===== src/rtl/wb_stage.sv =====
// MEM/WB pipeline register with writeback data selection, sub-word load extension,
// misalignment suppression and a retired-instruction counter.
module wb_stage #(
    parameter int WIDTH   = 32,
    parameter int R_WIDTH = 5,
    parameter int CNT_W   = 32
) (
    input  logic               clk_i,
    input  logic               rst_n_i,
    input  logic               stall_i,
    input  logic               flush_i,
    input  logic               mem_valid_i,
    input  logic               mem_reg_write_i,
    input  logic [1:0]         mem_wb_sel_i,
    input  logic [2:0]         mem_load_type_i,
    input  logic [WIDTH-1:0]   mem_alu_result_i,
    input  logic [WIDTH-1:0]   mem_load_data_i,
    input  logic [WIDTH-1:0]   mem_pc8_i,
    input  logic [R_WIDTH-1:0] mem_rd_i,
    output logic               write_d,
    output logic [R_WIDTH-1:0] write_addr_d,
    output logic [WIDTH-1:0]   write_data_d,
    output logic               misalign_o,
    output logic [CNT_W-1:0]   retired_o
);

    typedef enum logic [1:0] {
        SEL_ALU  = 2'b00,
        SEL_LOAD = 2'b01,
        SEL_LINK = 2'b10,
        SEL_RSVD = 2'b11
    } wb_sel_e;

    typedef enum logic [2:0] {
        LD_W  = 3'b000,
        LD_B  = 3'b001,
        LD_BU = 3'b010,
        LD_H  = 3'b011,
        LD_HU = 3'b100
    } load_type_e;

    typedef struct packed {
        logic               valid;
        logic               reg_write;
        logic [1:0]         sel;
        logic [2:0]         load_type;
        logic [WIDTH-1:0]   alu;
        logic [WIDTH-1:0]   load_data;
        logic [WIDTH-1:0]   pc8;
        logic [R_WIDTH-1:0] rd;
    } wb_reg_t;

    wb_reg_t          wb_q, wb_d;
    logic [CNT_W-1:0] retired_q, retired_d;

    // NOTE: every always_comb output gets a default first, so no path can infer a latch.
    always_comb begin
        wb_d = wb_q;
        if (flush_i) begin
            wb_d = '0;
        end else if (!stall_i) begin
            wb_d.valid     = mem_valid_i;
            wb_d.reg_write = mem_reg_write_i;
            wb_d.sel       = mem_wb_sel_i;
            wb_d.load_type = mem_load_type_i;
            wb_d.alu       = mem_alu_result_i;
            wb_d.load_data = mem_load_data_i;
            wb_d.pc8       = mem_pc8_i;
            wb_d.rd        = mem_rd_i;
        end
    end

    // The instruction in WB leaves whenever it is not held, and a flush always moves it out.
    always_comb begin
        retired_d = retired_q;
        if (wb_q.valid && (!stall_i || flush_i)) begin
            retired_d = retired_q + 1'b1;
        end
    end

    // NOTE: sequential state uses non-blocking assignments so all flops update together.
    always_ff @(posedge clk_i or negedge rst_n_i) begin
        if (!rst_n_i) begin
            wb_q      <= '0;
            retired_q <= '0;
        end else begin
            wb_q      <= wb_d;
            retired_q <= retired_d;
        end
    end

    logic [7:0]       byte_v;
    logic [15:0]      half_v;
    logic [WIDTH-1:0] load_ext;
    logic             is_half, is_byte, misalign, wr_en;
    logic [WIDTH-1:0] sel_data;

    always_comb begin
        byte_v   = wb_q.load_data[{wb_q.alu[1:0], 3'b000} +: 8];
        half_v   = wb_q.alu[1] ? wb_q.load_data[31:16] : wb_q.load_data[15:0];
        is_byte  = (wb_q.load_type == LD_B) || (wb_q.load_type == LD_BU);
        is_half  = (wb_q.load_type == LD_H) || (wb_q.load_type == LD_HU);
        load_ext = wb_q.load_data;
        unique case (load_type_e'(wb_q.load_type))
            LD_B:    load_ext = {{(WIDTH-8){byte_v[7]}}, byte_v};
            LD_BU:   load_ext = {{(WIDTH-8){1'b0}}, byte_v};
            LD_H:    load_ext = {{(WIDTH-16){half_v[15]}}, half_v};
            LD_HU:   load_ext = {{(WIDTH-16){1'b0}}, half_v};
            default: load_ext = wb_q.load_data;
        endcase

        misalign = wb_q.valid && wb_q.reg_write && (wb_q.sel == SEL_LOAD) &&
                   ((is_half && wb_q.alu[0]) ||
                    (!is_half && !is_byte && (wb_q.alu[1:0] != 2'b00)));

        sel_data = '0;
        unique case (wb_sel_e'(wb_q.sel))
            SEL_ALU:  sel_data = wb_q.alu;
            SEL_LOAD: sel_data = load_ext;
            SEL_LINK: sel_data = wb_q.pc8;
            default:  sel_data = '0;
        endcase

        wr_en = wb_q.valid && wb_q.reg_write && (wb_q.rd != '0) && !misalign &&
                (wb_q.sel != SEL_RSVD);
    end

    // Write data is zeroed whenever no write is issued so forwarding never sees stale values.
    assign write_d      = wr_en;
    assign write_addr_d = wb_q.valid ? wb_q.rd : '0;
    assign write_data_d = wr_en ? sel_data : '0;
    assign misalign_o   = misalign;
    assign retired_o    = retired_q;

endmodule


===== config.mk =====
export PLATFORM = sky130hd
export DESIGN_NAME = wb_stage
export DESIGN_NICKNAME = d
export VERILOG_FILES = /design/src/rtl/wb_stage.sv
export SDC_FILE = /design/constraint.sdc
export NUM_CORES = 1
export LEC_CHECK = 0
export ABC_AREA = 1
export CORE_ASPECT_RATIO = 1.4
export CORE_MARGIN = 2
export CORE_UTILIZATION = 46
export DETAILED_ROUTE_END_ITERATION = 6
export GPL_TIMING_DRIVEN = 0
export PLACE_DENSITY = 0.78
export SETUP_SLACK_MARGIN = 0.3
export SLEW_MARGIN = 15
export SYNTH_ARGS = -nofsm -noshare
export SYNTH_HDL_FRONTEND = slang
export SYNTH_SLANG_ARGS = --single-unit
export TNS_END_PERCENT = 10

===== constraint.sdc =====
create_clock -name clk_i -period 1.5 [get_ports clk_i]
set_input_delay 0.225 -clock clk_i [delete_from_list [all_inputs] [get_ports clk_i]]
set_output_delay 0.225 -clock clk_i [all_outputs]
set_load 0.1 [all_outputs]

==> flow_metrics.env, run 1 <==
export IMPL_outcome="finished with violations"
export IMPL_violations="DRC, setup timing"
export IMPL_reg2reg_depth=8
export IMPL_port_buffers=182
export IMPL_worstPathRequired_ns=1.27
export IMPL_htree_levels=4
export IMPL_design_area_mm2=0.0123
export IMPL_via_count=8531
export IMPL_layout_drive_gt1_share_pct=29.5
export IMPL_clock_latency_ns=0.43
export IMPL_ant_nets=0
export IMPL_post_route_period_util_pct=171
export IMPL_synth_fa_ha_area_share_pct=0.163
export IMPL_synth_area_mux_share_pct=0
export IMPL_r2r_end="retired_o[18]$_DFFE_PN0P_"
export IMPL_synth_compound_area_share_pct=15.6
export IMPL_cts_tree="built"
export IMPL_placementRows=55
export IMPL_fin_crit_ns=2.57
export IMPL_path_clk_slew_ns=0.07
export IMPL_synth_top_family_by_area="simple AND/OR/NAND/NOR gates"
export IMPL_antenna_cells=0
export IMPL_grt_total_usage_pct=29.8
export IMPL_finalWirelength_mm=29.3
export IMPL_ys_seq_area_share_pct=45.6
export IMPL_hpwl_mm=18.6
export IMPL_grt_start_max_net_pins=72
export IMPL_hold_ws_ns=0.326
export IMPL_clock_fmax_mhz=389
export IMPL_initial_core_util_pct=47.3
export IMPL_nNetsFinal=1367
export IMPL_cts_sinks=140
export IMPL_yosysUniqueCellTypes=33
export IMPL_relSlewSlack_pct=67.8
export IMPL_synth_top_area_share_pct=45.6
export IMPL_slowest_delay_ns=0.42
export IMPL_grt_pass1_vias=8103
export IMPL_finClkSkew_ns=0.0129
export IMPL_drt_iter0_drc=1036
export IMPL_worstMarginPinSlew_ns=0.483
export IMPL_start_kind="register"
export IMPL_syn_cell_area_mm2=0.00768
export IMPL_crit_arrival_ns=2.34
export IMPL_min_path_type="in -> async"
export IMPL_final_hold_violation_count=0
export IMPL_crit_top_cell="inv_1"
export IMPL_root_buffer="clkbuf_16"
export IMPL_die_area_mm2=0.0178
export IMPL_yosysTopAreaCell="dfrtp_1"
export IMPL_p_leak_uw=0.00503
export IMPL_rsz0062_at_grt="yes"
export IMPL_multi_input_area_mm2=0.00420
export IMPL_setup_ws_ns=-1.07
export IMPL_fillers=1041
export IMPL_ir_drop_uv=743
export IMPL_maxCapViolations=0
export IMPL_regArea_mm2=0.00354
export IMPL_dpl_instance_area_mm2=0.0101
export IMPL_finalSetupViolations=41
export IMPL_crit_slowest_cell="dfrtp_1"
export IMPL_wire_per_inst_um=20.0
export IMPL_synth_ff_latch_count=140
export IMPL_yosysWarningCount=0
export IMPL_core_mm2=0.0162
export IMPL_cp_max_fo=10
export IMPL_synthSimpleGateAreaFrac_pct=23.9
export IMPL_grt_pass1_wl_mm=40.7
export IMPL_synth_cells=1027
export IMPL_grt_overflow=0
export IMPL_timing_critical_path_cells="inv_1 > nand2_1 > clkbuf_2 > o22ai_1 > inv_1 > a21oi_4 > buf_12"
export IMPL_critPathLaunch="wb_q[105]$_DFFE_PN0N_"
export IMPL_syn_area_per_cell_um2=7.47
export IMPL_fp_dieH_um=157
export IMPL_regToRegStartpoint="retired_o[0]$_DFFE_PN0P_"
export IMPL_cts_buffers_inserted=17
export IMPL_die_w_um=113
export IMPL_cp_num_buf_inv=4
export IMPL_ios=183
export IMPL_synthToLayoutAreaGrowth_pct=60.7
export IMPL_viasPerCell=5.82
export IMPL_synth_area_top_cells="dfrtp_1, nand2_1, nand3_1, o21ai_0, inv_1"
export IMPL_crit_family="buffers and inverters"
export IMPL_place_gp_congestion=0.944
export IMPL_first_pass_iters=7
export IMPL_p_per_area_mw_per_mm2=929
export IMPL_drc=12
export IMPL_clock_path_buffers=2
export IMPL_r2r_slack_ns=-0.18
export IMPL_synth_xor_area_share_pct=2.62
export IMPL_finalMaxSlewViolations=0
export IMPL_path_class="reg -> out"
export IMPL_antenna_found_initial=0
export IMPL_crit_path_end_kind="primary output"
export IMPL_synth_fp_nets=1140
-- cells by family (layout without fill, tap and decap cells) --
logic type               after synthesis  count (layout)
XOR/XNOR                              23              23
AND/OR/NAND/NOR                      410             411
buffers and inverters                228             466
AO/OA/AOI/OAI                        225             225
adder cells (fa/ha/maj)                1               1
flip-flops                           140             140
-- state kept, by name, indices dropped and copies added, names as in the netlist --
name,count
retired_o,32
wb_q,108
-- worst max path at each step --
stage / to / cells past startpoint
after floorplan: write_data_d[10] / 9
after global placement: retired_o[16]$_DFFE_PN0P_ / 1
after detailed placement: write_data_d[7] / 9
after CTS: write_data_d[27] / 10
after global routing: write_data_d[11] / 7
final: write_data_d[11] / 7
-- final cells by class --
type | count | share of cell area [%]
buffer | 58 | 3.33
sequential | 140 | 28.7
clock inverter | 14 | 1.49
multi-input combinational | 660 | 34.1
inverter | 170 | 5.30
clock buffer | 17 | 3.45
tap | 199 | 2.02
timing repair buffer | 207 | 21.7
-- routing by layer --
layer  share of wire, %  GRT usage, %
met5                  0             0
met4                8.0          19.5
met3                7.2          4.53
met2                 52          53.0
met1                 33          32.6
-- synth_stat cells (all sizes together) --
cell	count
o22ai	32
buf	24
clkbuf	34
nor2	62
o21ai	128
nand2	188
nand3b	4
ha	1
nand4	5
a21oi	65
and3	2
dfrtp	140
xor2	13
nor3	10
nand3	138
inv	170
xnor2	10
nor4	1
-- placed cells by master (no fill, tap or decap), types with 6 or more instances in the layout --
cell type	instances
a21oi_1	10
o21ai_1	16
inv_2	13
clkbuf_1	6
nand2_4	8
inv_4	6
buf_6	15
buf_4	28
o22ai_1	30
clkbuf_2	18
inv_1	151
nand3_1	127
nand2_2	35
a21oi_2	16
buf_12	63
nand2_1	142
o21ai_0	108
nor2_2	11
clkdlybuf4s50_1	109
nand3_2	6
nor2_4	13
dfrtp_1	114
dfrtp_2	26
xnor2_1	10
a21oi_4	39
xor2_1	13
clkbuf_16	19
nor2_1	38
inv_6	6
buf_2	11
-- worst register-to-register path: stages, from the launching register on --
cell and delay, ns:
dfrtp_2 0.45, ha_4 0.19, nand3_4 0.12, nor3_4 0.20, nand2_2 0.13, nor2_4 0.14, nand2_1 0.11, xor2_1 0.16
inv_1 0.07
-- power breakdown --
group | total (uW) | switching [uW] | internal (uW)
clock network | 4450 | 1800 | 2650
logic | 2760 | 1790 | 974
registers | 4240 | 228 | 4020
total | 11500 | 3820 | 7640
-- through the flow --
step	setup WS (ns)	TNS [ns]	total power [uW]	std cells	utilization [%]
after CTS	-0.836	-27.44	11100	1452	72.0
final	-1.07	-30.49	11500	1465	75.9
after global routing	-1.08	-32.33	11800	1465	75.9
after detailed placement	-1.52	-127.52	6480	1409	62.5
after floorplan	-0.512	-25.84	5630	1027	-
after global placement	-5.79	-867.12	6440	1408	62.3
-- repair_timing --
item                                   CTS  global route
cloned                                   3             4
setup endpoints to repair              206           262
hold buffers                             1             0
resized for setup                      705           171
endpoints found under the hold margin   70             0
setup buffers                            8             9
pin swaps                               31            51
(Power assumes the default switching activity.)
==> run 2, diff against run 1 <==
--- a/config.mk
+++ b/config.mk
@@ -9,6 +9,7 @@
 export CORE_ASPECT_RATIO = 1.4
 export CORE_MARGIN = 2
 export CORE_UTILIZATION = 46
+export CTS_CLUSTER_SIZE = 8
 export DETAILED_ROUTE_END_ITERATION = 6
 export GPL_TIMING_DRIVEN = 0
 export PLACE_DENSITY = 0.78
==> results of run 2 <==
Final layout, timing and power as in run 1 (identical DEF).
==> run 3, diff against run 2 <==
--- a/config.mk
+++ b/config.mk
@@ -6,7 +6,6 @@
 export NUM_CORES = 1
 export LEC_CHECK = 0
 export ABC_AREA = 1
-export CORE_ASPECT_RATIO = 1.4
 export CORE_MARGIN = 2
 export CORE_UTILIZATION = 46
 export CTS_CLUSTER_SIZE = 8
==> run 3 against run 2 <==
The flow finishes with violations (setup timing); setup slack better by 0.098 ns; utilization is 2.5 points lower; critical path type unchanged; global-route usage is 0.55 points lower; cell count is 1.4% higher; combinational power is 4% lower; register-to-register slack hardly changed; critical endpoint is now write_data_d[23]; maximum frequency is 4.0% higher.
==> flow_metrics.env, run 3 (synthesized netlist as in run 1, its figures left out) <==
export IMPL_grt_total_usage_pct=29.2
export IMPL_regToRegStartpoint="retired_o[1]$_DFFE_PN0P_"
export IMPL_timing_critical_path_cells="buf_6 > inv_4 > nand3_4 > nand2_4 > nor2_4 > buf_6 > clkbuf_16 > a21oi_4 > nand2_2 > a21oi_4 > buf_12"
export IMPL_wire_per_inst_um=18.4
export IMPL_worstPathRequired_ns=1.27
export IMPL_worstMarginPinSlew_ns=0.532
export IMPL_violations="setup timing"
export IMPL_die_area_mm2=0.0177
export IMPL_die_w_um=133
export IMPL_relSlewSlack_pct=64.5
export IMPL_met3_length_mm=2.22
export IMPL_fillers=1117
export IMPL_dr_wl_met2_mm=13.6
export IMPL_m1WireLength_mm=10.1
export IMPL_layout_common_cells="nand2_1, inv_1, nand3_1, o21ai_0, dfrtp_1"
export IMPL_grt_pass1_wl_mm=40.7
export IMPL_place_gp_congestion=0.931
export IMPL_critPathLaunch="wb_q[101]$_DFFE_PN0N_"
export IMPL_htree_levels=4
export IMPL_nNetsFinal=1366
export IMPL_first_pass_iters=6
export IMPL_cp_num_buf_inv=5
export IMPL_grt_start_max_net_pins=105
export IMPL_clock_path_buffers=2
export IMPL_maxCapViolations=0
export IMPL_hpwl_mm=17.7
export IMPL_r2r_end="retired_o[22]$_DFFE_PN0P_"
export IMPL_cts_buffers_inserted=17
export IMPL_design_area_mm2=0.0121
export IMPL_antenna_cells=0
export IMPL_crit_family="buffers and inverters"
export IMPL_largest_reg_flops=108
export IMPL_port_buffers=182
export IMPL_top_layer_used="met4"
export IMPL_antenna_found_initial=0
export IMPL_ios=183
export IMPL_cp_depth=11
export IMPL_start_kind="register"
export IMPL_cts_tree="built"
export IMPL_viasPerCell=5.62
export IMPL_min_path_type="in -> reg"
export IMPL_clock_latency_ns=0.44
export IMPL_dpl_instance_area_mm2=0.0102
export IMPL_finalMaxSlewViolations=0
export IMPL_drt_iter0_drc=818
export IMPL_cts_sinks=140
export IMPL_crit_arrival_ns=2.24
export IMPL_placementRows=47
export IMPL_synthToLayoutAreaGrowth_pct=57.5
export IMPL_clock_fmax_mhz=405
export IMPL_final_common_cell="nand2_1"
export IMPL_root_buffer="clkbuf_16"
export IMPL_grt_pass1_vias=7969
export IMPL_post_route_period_util_pct=165
export IMPL_crit_path_end_kind="primary output"
export IMPL_outcome="finished with violations"
export IMPL_max_flop_register="wb_q"
export IMPL_via_count=8341
export IMPL_drc=0
export IMPL_finClkSkew_ns=0.00964
export IMPL_crit_slowest_cell="dfrtp_2"
export IMPL_grt_overflow=0
export IMPL_core_mm2=0.0165
export IMPL_slowest_delay_ns=0.44
export IMPL_p_leak_uw=0.00495
export IMPL_path_class="reg -> out"
export IMPL_r2r_slack_ns=-0.17
export IMPL_fin_util_pct=73.4
export IMPL_finalSetupViolations=42
export IMPL_initial_core_util_pct=46.6
export IMPL_rsz0062_at_grt="yes"
export IMPL_cp_max_fo=6
export IMPL_reg2reg_depth=10
export IMPL_fin_crit_ns=2.47
export IMPL_setup_ws_ns=-0.970
export IMPL_fp_dieH_um=133
export IMPL_final_hold_violation_count=0
export IMPL_p_per_area_mw_per_mm2=915
export IMPL_layout_drive_gt1_share_pct=26.4
export IMPL_cp_endpoint="write_data_d[23]"
export IMPL_finalWirelength_mm=27.4
export IMPL_ant_nets=0
export IMPL_path_clk_slew_ns=0.06
export IMPL_ir_drop_uv=844
-- run 3: tightest hold or removal path, delay by kind of cell --
family	cells	cell delay (ns)
AOI/OAI and AO/OA	1	0.18
and+or+nand+nor	1	0.04
buffers and inverters	1	0.19
-- run 3: worst min path at each step --
stage / start / end / slack [ns] / cells after the start
6_report: stall_i / wb_q[4]$_DFFE_PN0N_ / 0.24 / 3
5_1_grt: rst_n_i / retired_o[8]$_DFFE_PN0P_ / 0.28 / 2
4_1_cts: rst_n_i / retired_o[8]$_DFFE_PN0P_ / 0.26 / 2
3_5_place_dp: rst_n_i / retired_o[8]$_DFFE_PN0P_ / 0.12 / 1
3_3_place_gp: retired_o[31]$_DFFE_PN0P_ / retired_o[31]$_DFFE_PN0P_ / 0.46 / 1
2_1_floorplan: rst_n_i / retired_o[0]$_DFFE_PN0P_ / -0.07 / 0
-- run 3: area by class of cell --
cell class	count	area (um^2)	area share, %
Multi-Input combinational cell	659	3980	32.9
Sequential cell	140	3530	29.2
Timing Repair Buffer	207	2660	22.0
Inverter	170	653	5.40
Clock buffer	18	429	3.55
Buffer	58	409	3.39
Tap cell	220	275	2.28
Clock inverter	13	146	1.21
-- run 3: routing by layer --
layer	global-route usage, %	up-vias
li1	-	3776
met1	36.0	3907
met2	50.1	530
met3	5.06	128
met4	13.7	0
met5	0	-
-- run 3: timing repair --
item | CTS | global route
cloned | 3 | 4
pin swaps | 18 | 36
resized for setup | 675 | 127
setup endpoints to repair | 204 | 205
hold buffers | 1 | 0
setup buffers | 9 | 7
hold endpoints to repair | 36 | 0
-- run 3: through the flow --
stage	setup WS, ns	std cells	power [uW]	hold WS [ns]	TNS, ns
after floorplan	-0.512	1027	5630	-0.0706	-25.84
after global placement	-5.74	1429	6420	0.463	-860.33
after detailed placement	-1.51	1430	6470	0.117	-125.81
after CTS	-0.863	1474	10800	0.264	-28.51
after global routing	-1.03	1485	11400	0.278	-35.23
final	-0.970	1485	11100	0.239	-31.88
-- run 3: power by group --
group | switching (uW) | total, uW | internal [uW] | leakage, uW
registers | 228 | 4250 | 4020 | 0.00183
clock network | 1710 | 4160 | 2440 | 0.000265
logic | 1690 | 2660 | 966 | 0.00286
